## config.mk

```make
export PLATFORM = sky130hd
export DESIGN_NAME = abro_n_state_machine
export DESIGN_NICKNAME = d
export VERILOG_FILES = /design/src/rtl/abro_n_state_machine.sv
export SDC_FILE = /design/constraint.sdc
export NUM_CORES = 1
export LEC_CHECK = 0
export BUFFER_PORTS_ARGS = -buffer_cell sky130_fd_sc_hd__buf_2
export CAP_MARGIN = 0
export CORE_AREA = 2 2 39 41
export DETAILED_ROUTE_END_ITERATION = 10
export DIE_AREA = 0 0 41 43
export PLACE_DENSITY = 0.7
export REMOVE_ABC_BUFFERS = 1
export SYNTH_ARGS = -nofsm -noshare
export SYNTH_HDL_FRONTEND = slang
export SYNTH_SLANG_ARGS = --single-unit
```

## constraint.sdc

```tcl
create_clock -name clk -period 2.7 [get_ports clk]
set_input_delay 0.54 -clock clk [delete_from_list [all_inputs] [get_ports clk]]
set_output_delay 0.54 -clock clk [all_outputs]
set_load 0.02 [all_outputs]
```

## src/rtl/abro_n_state_machine.sv

```systemverilog
// abro_n_state_machine: N-input ABRO controller with level/edge capture, hold/pulse output and optional re-arm
module abro_n_state_machine #(
    parameter int N          = 2,
    parameter int EDGE_MODE  = 0,
    parameter int PULSE_OUT  = 0,
    parameter int AUTO_REARM = 0,
    parameter int CNT_W      = 8
) (
    input  logic             clk,
    input  logic             reset,
    input  logic [N-1:0]     in,
    output logic             o,
    output logic [1:0]       state,
    output logic [N-1:0]     seen,
    output logic [CNT_W-1:0] count
);
    typedef enum logic [1:0] {WAIT = 2'b00, DONE = 2'b01, REARM = 2'b10} state_t;
    localparam logic [N-1:0] FULL = '1;
    state_t state_nxt;
    logic [N-1:0] in_q, hit, seen_nxt;
    logic o_nxt, inc;
    assign hit = EDGE_MODE != 0 ? in & ~in_q : in;
    always_comb begin
        state_nxt = WAIT;
        seen_nxt = '0;
        inc = 1'b0;
        case (state)
            WAIT: begin
                seen_nxt = seen | hit;
                inc = &(seen | hit);
                state_nxt = inc ? DONE : WAIT;
            end
            DONE: begin
                seen_nxt = FULL;
                state_nxt = AUTO_REARM != 0 ? REARM : DONE;
            end
            REARM: begin
                seen_nxt = in == '0 ? '0 : FULL;
                state_nxt = in == '0 ? WAIT : REARM;
            end
            default: ;
        endcase
        o_nxt = state_nxt == DONE && (PULSE_OUT == 0 || state == WAIT);
    end
    always_ff @(posedge clk) begin
        in_q <= in;
        if (reset) begin
            state <= WAIT;
            seen <= '0;
            o <= 1'b0;
            count <= '0;
        end else begin
            state <= state_nxt;
            seen <= seen_nxt;
            o <= o_nxt;
            count <= (inc && count != '1) ? count + 1'b1 : count;
        end
    end
endmodule

```

==> flow_summary.json <==
{
  "ys_seq_elements": 13,
  "period_share_pct": 62.8,
  "ant_nets": 0,
  "fmax_ghz": 0.589,
  "syn_area_um2": 592,
  "placed_cells": 99,
  "antenna_cells": 0,
  "crit_path_start_kind": "flop",
  "tightestPinTransition_ns": 0.728,
  "cts_root_buf": "clkbuf_4",
  "drv_cap": 0,
  "dieArea_um2": 1760,
  "portBuffers": 16,
  "path_buf_inv": 0,
  "cts-htree-levels": 1,
  "slowest_delay_ns": 0.57,
  "min_period_ns": 1.70,
  "placed_area_um2": 683,
  "netlist_instances": 69,
  "drv_slew": 0,
  "synth.distinct_cells": 27,
  "end_kind": "flop",
  "skew_ns": 0.00961,
  "avgSynthCellArea_um2": 8.58,
  "fp.dieW_um": 41,
  "slowest_stage": "nor3_1",
  "finalWorstSetupSlack_ns": 1.00,
  "yosysSeqAreaShare_pct": 44.0,
  "total_power_mw": 0.385,
  "ys_warn_count": 0,
  "final_common_cell": "buf_2",
  "finish.utilization_pct": 51.4,
  "core_area_um2": 1380,
  "path_max_fanout": 8,
  "avgViaCountPerCell": 5.30,
  "cts_tree": "yes",
  "place_congestion": 0.792,
  "synth_area_leaders": "dfxtp_1 (44%), a21oi_1 (5.9%), nor3_1 (4.2%)",
  "critPathKind": "reg2reg",
  "power.internal_mw": 0.279,
  "cts_buffers": 3,
  "antenna_found_initial": 0,
  "clock_path_buffers": 2,
  "p_comb_share_pct": 15.1,
  "path_clk_slew_ns": 0.08,
  "synth_edf_count": 0,
  "rsz0062_at_grt": "no",
  "wl_per_cell_um": 11.2,
  "grt_overflow_total": 0,
  "hp-class": "in2reg",
  "seq_power_share_pct": 54.2,
  "vias": 546,
  "fill_cells": 147,
  "setup_viol": 0,
  "ctsHoldBuffers": 0,
  "grt_pass1_vias": 478,
  "pwr-share-clk_pct": 30.8,
  "routed_wl_um": 1150,
  "die_h_um": 43,
  "fin_cells": 103,
  "drive_above_1_share_pct": 24.1,
  "nNetsFinal": 93,
  "power.leakage_nw": 0.323,
  "critPathTopFamily": "simple AND/OR/NAND/NOR gates",
  "cts-resized-gates": 0,
  "groute.usage.overall_pct": 16.2,
  "worstPathRequired_ns": 2.89,
  "status": "finished clean",
  "dp_slack_ns": 0.876,
  "synth_top_area_share_pct": 44.0,
  "power.density_nw_per_um2": 542,
  "setup_tns_ns": 0,
  "vdd_drop_max_uv": 268,
  "grt_pass1_wl_um": 1950,
  "design_area_um2": 711,
  "area_growth_pct": 20.1,
  "synth_top_flop_cell": "dfxtp_1",
  "hpwl_um": 871,
  "rows": 14,
  "async_flop_share_pct": 0,
  "arrival_ns": 1.89,
  "swShare_pct": 27.6,
  "synth.largest_area_cell": "dfxtp_1",
  "switchingPower_mw": 0.106,
  "hold_viol": 0,
  "dr.pass1.iters": 4,
  "start_util_pct": 42.8,
  "cp_cell_sequence": "or2_4 -> nor3_1 -> a41oi_1 -> a211oi_1",
  "timing.hold.ws_ns": 0.492,
  "cts_sinks": 13,
  "clock_latency_ns": 0.28,
  "io_pins": 17,
  "drt_first_iter_violations": 7,
  "slew_headroom_pct": 51.1,
  "drc_errors": 0,
  "grt_max_degree": 13,
  "layout_common_cells": "buf_2 (16), dfxtp_1 (13), a21oi_1 (7)",
  "cts_setup_buffers": 0
}
per-layer routing:
layer  share of wire (%)  global-route usage, %  vias to the layer above
li1                    -                      -                      298
met1                  48                   18.9                      237
met2                  46                   24.7                       11
met3                 6.2                   9.42                        0
met4                   0                   4.00                        0
met5                   0                      0                        -
cells in the mapped netlist (2+ instances only):
| library cell | count |
|---|---|
| nand2_1 | 4 |
| o21ai_0 | 2 |
| a41oi_1 | 2 |
| dfxtp_1 | 13 |
| a211oi_1 | 2 |
| a2bb2oi_1 | 2 |
| inv_1 | 2 |
| nand3_1 | 4 |
| nor3_1 | 5 |
| a21oi_1 | 7 |
| or3_1 | 2 |
| and3_1 | 3 |
| o21a_1 | 2 |
| nor2_1 | 6 |
power groups by stage:
stage	clock network, mW	logic [mW]	registers [mW]
floorplan	0	0.0289	0.224
global placement	0	0.0579	0.213
detailed placement	0	0.0586	0.213
CTS	0.123	0.0588	0.209
global route	0.132	0.0653	0.211
finish	0.118	0.0580	0.209
kinds of logic after synthesis:
group / Yosys count / synth area share (%)
AO/OA/AOI/OAI: 20 / 22.6
adder cells (fa/ha/maj): 1 / 2.11
buffers and inverters: 4 / 2.75
flip-flops: 13 / 44.0
AND/OR/NAND/NOR: 31 / 28.5
final cells by class:
| cell class | instances | area [µm²] | share of cell area, % |
|---|---|---|---|
| sequential | 13 | 260 | 36.6 |
| multi-input combinational | 52 | 315 | 44.4 |
| clock buffer | 3 | 22.5 | 3.17 |
| inverter | 2 | 7.51 | 1.06 |
| tap | 16 | 20.0 | 2.82 |
| clock inverter | 1 | 5.00 | 0.704 |
| timing repair buffer | 16 | 80.1 | 11.3 |
worst register-to-register path: cells and delay by family (launching register included):
family / cells / cell delay, ns
AND/OR/NAND/NOR: 2 / 0.84
AO/OA/AOI/OAI: 2 / 0.41
flip-flops: 1 / 0.37
path summary, 6_finish.rpt:
check                           cells after the start                 from  slack (ns)                     to
worst max-delay path                                4  state[1]$_SDFF_PP0_        1.00  count[3]$_SDFFE_PP0P_
worst min-delay path                                2                in[0]        0.49     seen[0]$_SDFF_PP0_
worst max register to register                      4  state[1]$_SDFF_PP0_        1.00  count[3]$_SDFFE_PP0P_
worst min register to register                      2  state[1]$_SDFF_PP0_        0.52    state[1]$_SDFF_PP0_
flip-flops by register name (all words and copies together), names as in the netlist:
signal / count
o: 1
count: 8
state: 2
seen: 2
Power figures use the tool's default switching activity.
